**config.mk**
```make
export PLATFORM = sky130hd
export DESIGN_NAME = ps2_host_tx_flat
export DESIGN_NICKNAME = d
export VERILOG_FILES = /design/src/rtl/ps2_host_tx_pkg.sv /design/src/rtl/ps2_host_tx_if.sv /design/src/rtl/ps2_host_tx_sync_edge.sv /design/src/rtl/ps2_host_tx.sv /design/src/flat_wrapper.sv
export SDC_FILE = /design/constraint.sdc
export NUM_CORES = 1
export LEC_CHECK = 0
export ABC_AREA = 1
export CORE_MARGIN = 2
export CORE_UTILIZATION = 60
export CTS_CLUSTER_SIZE = 20
export DETAILED_ROUTE_END_ITERATION = 16
export PLACE_DENSITY = 0.78
export SETUP_SLACK_MARGIN = 0.05
export SYNTH_ARGS = -nofsm -noshare
export SYNTH_HDL_FRONTEND = slang
export SYNTH_SLANG_ARGS = --single-unit
export TNS_END_PERCENT = 10
```
**constraint.sdc**
```tcl
create_clock -name clk_50 -period 4.3 [get_ports clk_50]
set_input_delay 0.43 -clock clk_50 [delete_from_list [all_inputs] [get_ports clk_50]]
set_output_delay 0.43 -clock clk_50 [all_outputs]
set_load 0.01 [all_outputs]
```
**src/rtl/ps2_host_tx_pkg.sv**
```systemverilog
// Shared PS/2 definitions: transmitter states, keyboard command bytes, LED mask layout.
package ps2_pkg;

    localparam int unsigned BYTE_W  = 8;
    localparam int unsigned FRAME_W = 11;

    // Host transmitter states
    typedef enum logic [2:0] {
        IDLE,
        INHIBIT,
        SEND,
        ACK,
        RECOVER
    } state_e;

    // Keyboard command / response bytes
    localparam logic [BYTE_W-1:0] CMD_SET_LED = 8'hED;
    localparam logic [BYTE_W-1:0] CMD_RESET   = 8'hFF;
    localparam logic [BYTE_W-1:0] RSP_ACK     = 8'hFA;
    localparam logic [BYTE_W-1:0] BRK_F0      = 8'hF0;

    // Bit positions inside the 0xED LED mask byte
    localparam int unsigned LED_SCROLL = 0;
    localparam int unsigned LED_NUM    = 1;
    localparam int unsigned LED_CAPS   = 2;

    // Odd parity bit: set when the byte holds an even number of ones
    function automatic logic odd_parity(input logic [BYTE_W-1:0] d);
        return ~^d;
    endfunction

    // Build the LED mask byte that follows CMD_SET_LED
    function automatic logic [BYTE_W-1:0] led_mask(input logic caps,
                                                   input logic num,
                                                   input logic scroll);
        logic [BYTE_W-1:0] m;
        m             = '0;
        m[LED_CAPS]   = caps;
        m[LED_NUM]    = num;
        m[LED_SCROLL] = scroll;
        return m;
    endfunction

endpackage

```
**src/rtl/ps2_host_tx_if.sv**
```systemverilog
// Byte-level request/status handshake between a command source and ps2_host_tx.
interface ps2_host_tx_if;
    import ps2_pkg::*;

    logic              tx_valid;
    logic [BYTE_W-1:0] tx_data;
    logic              tx_ready;
    logic              tx_done;
    logic              tx_err;
    logic              busy;

    // Command source side
    modport master (
        output tx_valid,
        output tx_data,
        input  tx_ready,
        input  tx_done,
        input  tx_err,
        input  busy
    );

    // Transmitter side
    modport slave (
        input  tx_valid,
        input  tx_data,
        output tx_ready,
        output tx_done,
        output tx_err,
        output busy
    );
endinterface

```
**src/rtl/ps2_host_tx_sync_edge.sv**
```systemverilog
// ps2_sync_edge: 2-flop synchronizer for an asynchronous PS/2 pad plus a
// registered falling-edge strobe. The strobe compares the synchronized value
// with the one about to replace it, so it rises in the same cycle that sync
// goes low (pad edge to strobe = 2 clk_50 edges).
module ps2_sync_edge (
    input  logic clk_50,
    input  logic reset,
    input  logic pad,
    output logic sync,
    output logic fall
);

    logic meta;

    // Pads idle high, so reset to the idle level to avoid a false fall strobe
    always_ff @(posedge clk_50) begin
        if (reset) begin
            meta <= 1'b1;
            sync <= 1'b1;
            fall <= 1'b0;
        end else begin
            meta <= pad;
            sync <= meta;
            fall <= sync & ~meta;
        end
    end

endmodule

```
**src/rtl/ps2_host_tx.sv**
```systemverilog
// ps2_host_tx: host-to-device PS/2 transmitter. Inhibits the bus, issues the
// start bit, shifts out 8 data bits LSB first, odd parity and stop on device
// clock falls, then samples the device ack bit.
// Optional build macro PS2_TX_TIMEOUT_EN enables the TIMEOUT_CYCLES watchdog
// in SEND/ACK/RECOVER; without it a silent device parks the block until reset.
module ps2_host_tx
    import ps2_pkg::*;
#(
    parameter int unsigned INHIBIT_CYCLES = 5000,
    parameter int unsigned TIMEOUT_CYCLES = 750000,
    parameter int unsigned TMR_W          = 20
) (
    input  logic          clk_50,
    input  logic          reset,
    ps2_host_tx_if.slave  tx,
    input  logic          ps2_clk_in,
    input  logic          ps2_data_in,
    output logic          ps2_clk_oe,
    output logic          ps2_data_oe
);

    localparam int unsigned TMR_MAX = (INHIBIT_CYCLES > TIMEOUT_CYCLES) ?
                                      INHIBIT_CYCLES : TIMEOUT_CYCLES;
    localparam logic [TMR_W-1:0] TMR_SAT       = TMR_W'(TMR_MAX);
    localparam logic [TMR_W-1:0] INH_LAST      = TMR_W'(INHIBIT_CYCLES - 1);
    localparam logic [TMR_W-1:0] INH_START_BIT = TMR_W'(INHIBIT_CYCLES - 2);
    localparam logic [3:0]       LAST_DATA_BIT = 4'd7;
    localparam logic [3:0]       PARITY_BIT    = 4'd8;

    state_e            state;
    logic [TMR_W-1:0]  timer;
    logic [3:0]        bitcnt;
    logic [BYTE_W-1:0] data_q;
    logic              par_q;
    logic              tx_ready_q;
    logic              busy_q;
    logic              done_q;
    logic              err_q;
    logic              clk_oe_q;
    logic              data_oe_q;

    logic              clk_sync;
    logic              clk_fall;
    logic              data_sync;
    logic              data_fall_unused;

    logic [TMR_W-1:0]  timer_inc_c;
    logic              wd_expired_c;

    // Pad conditioning, one synchronizer per line
    ps2_sync_edge u_clk_sync (
        .clk_50 (clk_50),
        .reset  (reset),
        .pad    (ps2_clk_in),
        .sync   (clk_sync),
        .fall   (clk_fall)
    );

    ps2_sync_edge u_data_sync (
        .clk_50 (clk_50),
        .reset  (reset),
        .pad    (ps2_data_in),
        .sync   (data_sync),
        .fall   (data_fall_unused)
    );

    // Saturating timer increment; never wraps back to zero
    assign timer_inc_c = (timer == TMR_SAT) ? timer : timer + TMR_W'(1);

`ifdef PS2_TX_TIMEOUT_EN
    // Watchdog on the gap between device clock falls
    assign wd_expired_c = (timer == TMR_W'(TIMEOUT_CYCLES));
`else
    assign wd_expired_c = 1'b0;
`endif

    // Transfer sequencer: all outputs registered
    always_ff @(posedge clk_50) begin
        if (reset) begin
            state      <= IDLE;
            timer      <= '0;
            bitcnt     <= '0;
            data_q     <= '0;
            par_q      <= 1'b0;
            tx_ready_q <= 1'b0;
            busy_q     <= 1'b0;
            done_q     <= 1'b0;
            err_q      <= 1'b0;
            clk_oe_q   <= 1'b0;
            data_oe_q  <= 1'b0;
        end else begin
            done_q <= 1'b0;
            err_q  <= 1'b0;
            case (state)
                IDLE: begin
                    clk_oe_q   <= 1'b0;
                    data_oe_q  <= 1'b0;
                    tx_ready_q <= 1'b1;
                    busy_q     <= 1'b0;
                    if (tx.tx_valid && tx_ready_q) begin
                        data_q     <= tx.tx_data;
                        par_q      <= odd_parity(tx.tx_data);
                        tx_ready_q <= 1'b0;
                        busy_q     <= 1'b1;
                        clk_oe_q   <= 1'b1;
                        timer      <= '0;
                        state      <= INHIBIT;
                    end
                end

                INHIBIT: begin
                    timer <= timer_inc_c;
                    // Start bit goes out in the last inhibit cycle
                    if (timer == INH_START_BIT) begin
                        data_oe_q <= 1'b1;
                    end
                    if (timer == INH_LAST) begin
                        clk_oe_q  <= 1'b0;
                        data_oe_q <= 1'b1;
                        bitcnt    <= '0;
                        timer     <= '0;
                        state     <= SEND;
                    end
                end

                SEND: begin
                    if (clk_fall) begin
                        timer  <= '0;
                        bitcnt <= bitcnt + 4'd1;
                        if (bitcnt <= LAST_DATA_BIT) begin
                            data_oe_q <= ~data_q[bitcnt[2:0]];
                        end else if (bitcnt == PARITY_BIT) begin
                            data_oe_q <= ~par_q;
                        end else begin
                            // Stop bit: release data and let the device ack
                            data_oe_q <= 1'b0;
                            state     <= ACK;
                        end
                    end else if (wd_expired_c) begin
                        clk_oe_q   <= 1'b0;
                        data_oe_q  <= 1'b0;
                        err_q      <= 1'b1;
                        tx_ready_q <= 1'b1;
                        busy_q     <= 1'b0;
                        timer      <= '0;
                        state      <= IDLE;
                    end else begin
                        timer <= timer_inc_c;
                    end
                end

                ACK: begin
                    if (clk_fall) begin
                        timer <= '0;
                        if (!data_sync) begin
                            done_q <= 1'b1;
                        end else begin
                            err_q <= 1'b1;
                        end
                        state <= RECOVER;
                    end else if (wd_expired_c) begin
                        clk_oe_q   <= 1'b0;
                        data_oe_q  <= 1'b0;
                        err_q      <= 1'b1;
                        tx_ready_q <= 1'b1;
                        busy_q     <= 1'b0;
                        timer      <= '0;
                        state      <= IDLE;
                    end else begin
                        timer <= timer_inc_c;
                    end
                end

                RECOVER: begin
                    // Wait for the device to let both lines float high
                    if (clk_sync && data_sync) begin
                        tx_ready_q <= 1'b1;
                        busy_q     <= 1'b0;
                        timer      <= '0;
                        state      <= IDLE;
                    end else if (wd_expired_c) begin
                        clk_oe_q   <= 1'b0;
                        data_oe_q  <= 1'b0;
                        err_q      <= 1'b1;
                        tx_ready_q <= 1'b1;
                        busy_q     <= 1'b0;
                        timer      <= '0;
                        state      <= IDLE;
                    end else begin
                        timer <= timer_inc_c;
                    end
                end

                default: begin
                    clk_oe_q  <= 1'b0;
                    data_oe_q <= 1'b0;
                    state     <= IDLE;
                end
            endcase
        end
    end

    assign tx.tx_ready  = tx_ready_q;
    assign tx.tx_done   = done_q;
    assign tx.tx_err    = err_q;
    assign tx.busy      = busy_q;
    assign ps2_clk_oe   = clk_oe_q;
    assign ps2_data_oe  = data_oe_q;

endmodule

```
**src/flat_wrapper.sv**
```systemverilog
// flat-port wrapper written by rule: the top's interface ports become plain ports
module ps2_host_tx_flat import ps2_pkg::*;
#(
    parameter int unsigned INHIBIT_CYCLES = 5000,
    parameter int unsigned TIMEOUT_CYCLES = 750000,
    parameter int unsigned TMR_W          = 20
)
  (clk_50, reset, ps2_clk_in, ps2_data_in, ps2_clk_oe, ps2_data_oe, tx_tx_valid, tx_tx_data, tx_tx_ready, tx_tx_done, tx_tx_err, tx_busy);
  ps2_host_tx_if tx_i ();
  input  logic clk_50;
  input  logic reset;
  input  logic ps2_clk_in;
  input  logic ps2_data_in;
  output logic ps2_clk_oe;
  output logic ps2_data_oe;
  input wire logic [$bits(tx_i.tx_valid)-1:0] tx_tx_valid;
  input wire logic [$bits(tx_i.tx_data)-1:0] tx_tx_data;
  output wire logic [$bits(tx_i.tx_ready)-1:0] tx_tx_ready;
  output wire logic [$bits(tx_i.tx_done)-1:0] tx_tx_done;
  output wire logic [$bits(tx_i.tx_err)-1:0] tx_tx_err;
  output wire logic [$bits(tx_i.busy)-1:0] tx_busy;
  assign tx_i.tx_valid = tx_tx_valid;
  assign tx_i.tx_data = tx_tx_data;
  assign tx_tx_ready = tx_i.tx_ready;
  assign tx_tx_done = tx_i.tx_done;
  assign tx_tx_err = tx_i.tx_err;
  assign tx_busy = tx_i.busy;
  ps2_host_tx #(.INHIBIT_CYCLES(INHIBIT_CYCLES), .TIMEOUT_CYCLES(TIMEOUT_CYCLES), .TMR_W(TMR_W)) u_core (.clk_50(clk_50), .reset(reset), .tx(tx_i), .ps2_clk_in(ps2_clk_in), .ps2_data_in(ps2_data_in), .ps2_clk_oe(ps2_clk_oe), .ps2_data_oe(ps2_data_oe));
endmodule
```
# Word level (Yosys, flattened, before mapping)
# Index checks and enable logic that the tools add are counted.
classes:
  shift: 0
  reduce_logical: 18
  mul: 0
  n_bitwise: 8
  order_cmp: 2
  div: 0
  n_addsub: 2
  n_mux: 35
  n_eq_ne: 16
ops:
  columns: ["operator", "n"]
  rows:
  - ["2-to-1 mux 20 bit", 5]
  - ["one-hot mux 20 bit (4 select lines)", 1]
  - ["equality test 20 x 13 -> 1 bit, second input constant", 2]
  - ["2-to-1 mux 3 bit", 7]
  - ["adder 20 x 1 -> 20 bit, second input constant", 1]
  - ["equality test 20 bit, second input constant", 1]
  - ["one-hot mux 3 bit (5 select lines)", 1]
  - ["2-to-1 mux 1 bit", 13]
  - ["2-to-1 mux 4 bit", 2]
  - ["!= test 2 bit, second input constant", 4]
  - ["one-hot mux 4 bit (2 select lines)", 1]
  - ["AND reduction 2 bit", 4]
  - ["XNOR reduction 8 bit", 1]
  - ["inverter 1 bit", 7]
  - ["AND reduction 7 bit", 1]
  - ["equality test 3 x 2 -> 1 bit, second input constant", 2]
  - ["!= test 2 x 1 -> 1 bit, second input constant", 3]
  - ["one-hot mux 1 bit (3 select lines)", 2]
  - ["AND reduction 3 bit", 2]
  - ["OR reduction 3 bit", 2]
  - ["adder 4 x 1 -> 4 bit, second input constant", 1]
  - ["equality test 4 bit, second input constant", 1]
  - ["<= comparator 4 x 3 -> 1 bit, second input constant", 1]
  - ["< comparator 3 x 4 -> 1 bit, second input constant", 1]
  - ["other kinds (11)", 15]
word_totals:
  latchBits: 0
  mem_bits_rw: 0
  memories: 0
  reg_bits: 47
  rom_bits: 0

# Longest topological paths before layout
depth:
  depth_word: 6
  depth_mapped: 12
  ltp_nobuf: 11

# Modules after synthesis
# A second synthesis with hierarchy kept.
unflattened:
  hier_cells: 415
  hier_area_um2: 2886.5
by_module_without_submodules:
  columns: ["module", "area_per_inst_um2", "instances", "cells_each"]
  rows:
  - ["ps2_host_tx", 2718.9, 1, 399]
  - ["ps2_sync_edge", 83.8, 2, 8]

# Worst setup path after synthesis
# No wires, ideal clock.
synth_timing:
  kind: "register -> register"
  start: "reg u_core.bitcnt[0]"
  end: "reg u_core.state[1]"
  t_required_ns: 4.172
  stages_incl_launch_ff: 12
  period_less_slack_ns: 1.463
  path_buffers: 1
  slack_ns: 2.837
  arrival_ns: 1.336
  path_cell_list: "dfxtp_1 -> buf_2 -> inv_1 -> ha_1 -> nand2_1 -> nand2_1 -> nand2_1 -> nand2_1 -> nor2_1 -> nand2_1 -> o21ai_0 -> nor2_1"
synth_between:
  elab_chain_cells: 3
  elab_cells_between_ends: 5
  cone_classes: "order compare: 1; eq/ne: 3; reduce/logical: 1"
synth_rtl:
  columns: ["element", "line_no", "rtl"]
  rows:
  - ["from (decl)", "ps2_host_tx.sv:32", "logic [3:0] bitcnt;"]
  - ["from (signal assigned)", "ps2_host_tx.sv:129", "bitcnt <= bitcnt + 4'd1;"]
  - ["<= comparator 4 x 3 -> 1 bit or equality test 4 bit (tied branches)", "ps2_host_tx.sv:130, ps2_host_tx.sv:132", null]
  - ["!= test 2 bit (no line)", null, null]
  - ["AND reduction 7 bit (no line) (*)", null, null]
  - ["to (signal assigned)", "ps2_host_tx.sv:122", "state <= SEND;"]
  - ["to (signal assigned)", "ps2_host_tx.sv:137", "state <= ACK;"]
  - ["to (signal assigned)", "ps2_host_tx.sv:146", "state <= IDLE;"]
  - ["to (decl)", "ps2_host_tx.sv:30", "state_e state;"]
# Mark *: on every way between the ends. The rest lies on a longest branch, timed or not.
# A chain may end at the register's enable or synchronous reset.

==> flow_summary.ini <==
[logic_synthesis]
syn_area_um2 = 2890
synthArstFlopShare_pct = 0
yosys-top-cells-count = 109 x nand2_1, 55 x nor2_1, 47 x dfxtp_1
synth_edf_count = 0
synth_top_area_share_pct = 32.5
synth_cells = 439
ys_seq_elements = 47
synthTopCellsByArea = dfxtp_1 33%, nand2_1 14%, nor2_1 7.1%, nand3_1 6.6%, inv_1 5.8%
synthFlopType = dfxtp_1
yosysTopAreaCell = dfxtp_1
ys_seq_area_share_pct = 32.5
yosys_warnings = 0
syn_nets = 457
synth.most_common_cell = nand2_1
synthDistinctLibCells = 37
avgSynthCellArea_um2 = 6.59

[clocking]
clock-root-buffer = clkbuf_8
clkTransAtPathRegs_ps = 90
clockBufferDepth = 2
postCtsSetupRepairBufs = 0
clkSinkCount = 47
clk-insertion-delay-late_ps = 300
cts_max_level = 2
cts_hold_buf = 0
cts_tree = yes
cts_resized = 0
cts_inserted_buffers = 5

[job]
maxCapViolations = 0

[sta]
fin_worst_hold_slack_ps = 416
max_slew_margin_pct = 40.7
fin_tns_setup_ps = 0
tightestPinTransition_ps = 886
post-route-period-util_pct = 49.7
rsz0062_at_grt = false
setup_ws_ps = 2160
setup_violations = 0
min_period_ps = 2140
fmax_ghz = 0.468
maxSlewViolCount = 0
hold_viol = 0
finClkSkew_ps = 6.80

[floorplan]
core_region_area_um2 = 4690
die_x_um = 73.4
ioPinCount = 19
initial_core_util_pct = 61.7
rows = 25
fp.dieH_um = 73.4
die_area_um2 = 5390

[placed_design]
dp_cells = 500
placed_cell_area_um2 = 3080
dp_hpwl_um = 4950
place.gp.congestion = 0.879
pre_cts_ws_ps = 1890
portBuffers = 18

[setup_path]
worst_ep_arrival_time_ps = 2340
worstReg2RegStart = u_core.timer[0]$_SDFFE_PP0P_
crit_required_ps = 4500
reg2reg_to = u_core.timer[0]$_SDFFE_PP0P_
worstSetupStartpointType = primary input
crit_type = in -> reg
cp-end-kind = register
rr_worst_depth = 8
crit_fanout = 24
rrSetupSlack_ps = 2290

[min_path]
hold_start = u_core.u_data_sync.meta$_SDFF_PP1_
min_to = u_core.u_data_sync.sync$_SDFF_PP1_
holdPathStages = 1
min_path_type = reg -> reg

[routing]
remaining_drc_errors = 0
post_drt_wl_per_cell_um = 13.0
first_pass_iters = 4
num_vias = 2768
antenna_left = 0
first_iter_violations = 180
drt_wl_total_um = 6620
viasPerCell = 5.45

[outcome]
status = finished, final reports clean

[global_routing]
grt_pass1_wl_um = 11100
grt_max_degree = 25
grt_overflow = 0
first_global_vias = 2521
antenna_found_initial = 0
grt_use_total_pct = 26.3

[cells_and_area]
fin_util_pct = 67.7
antenna_cells = 0
layout.nets = 471
fillCellCount = 423
post_route_cells_drive_above_1_share_pct = 9.69
finalNonFillerCells = 508
design_area_um2 = 3180
synthToLayoutAreaGrowth_pct = 9.86

[pwr]
peakVddDrop_v = 0.000329
power_mw = 1.30
power.density_nw_per_um2 = 408
leakage_nw = 1.31
registers in the layout, summed over array words and instances, names as in the netlist, 3 cells and up:
| name | count |
|---|---|
| u_core.state | 3 |
| u_core.data_q | 8 |
| u_core.timer | 20 |
| u_core.bitcnt | 4 |
cell usage in the layout (no fill, tap or decap), types with 3 or more instances in the layout:
master | synthesis | final
nand2_2 | 3 | 3
nand2_1 | 109 | 109
or2_2 | 4 | 4
o21ai_0 | 17 | 17
inv_1 | 45 | 45
clkdlybuf4s50_1 | 0 | 18
nand3b_1 | 3 | 3
nand2_4 | 5 | 5
clkbuf_8 | 0 | 7
nor2_2 | 5 | 5
nor2_4 | 5 | 5
nor2_1 | 55 | 55
ha_1 | 5 | 5
nand3_1 | 38 | 38
nor3_1 | 9 | 9
xor2_1 | 7 | 7
dfxtp_1 | 47 | 47
a21oi_1 | 27 | 27
nand4_1 | 8 | 8
xnor2_1 | 8 | 8
inv_2 | 8 | 8
worst max-delay path, cell delays in order:
cell and delay (ps):
clkdlybuf4s50_1 1050, inv_1 510, o21a_1 230, nand2_1 70, inv_1 40
final cells by class:
class	count	area [um^2]	area share [%]
sequential	47	941	29.6
multi-input combinational	328	1690	53.2
tap	54	67.6	2.13
timing repair buffer	18	180	5.67
inverter	53	199	6.26
clock buffer	8	100	3.15
routing by layer:
layer	global-route usage [%]	routed length (um)	vias up
li1	-	-	1428
met3	6.04	405	6
met5	0	0	-
met2	42.5	2970	83
met1	36.5	3200	1251
met4	4.44	47	0
logic make-up after synthesis:
logic type	Yosys count	synth area share (%)
buf+inv	64	9.04
flops	47	32.5
simple gates	256	41.7
compound gates	52	9.99
fa+ha+maj	5	2.16
xor+xnor	15	4.54
worst max-delay path by stage:
stage                                             start                       endpoint  slack [ps]  depth (start not counted)
after floorplan           u_core.bitcnt[0]$_SDFFE_PP0P_   u_core.state[1]$_SDFFE_PP0P_        2840                         11
after global routing                              reset  u_core.timer[14]$_SDFFE_PP0P_        2010                          4
after CTS                                         reset      u_core.par_q$_SDFFE_PP0P_        2200                          5
after global placement                            reset      u_core.par_q$_SDFFE_PP0P_        1930                          5
after detailed placement                          reset      u_core.par_q$_SDFFE_PP0P_        1890                          5
final                                             reset      u_core.par_q$_SDFFE_PP0P_        2160                          5
report_power, final:
group / internal (mW) / total (mW) / switching, mW
clock network: 0.147 / 0.291 / 0.144
registers: 0.485 / 0.525 / 0.0394
logic: 0.161 / 0.481 / 0.320
Note: power is estimated with default switching activity, not from simulation.
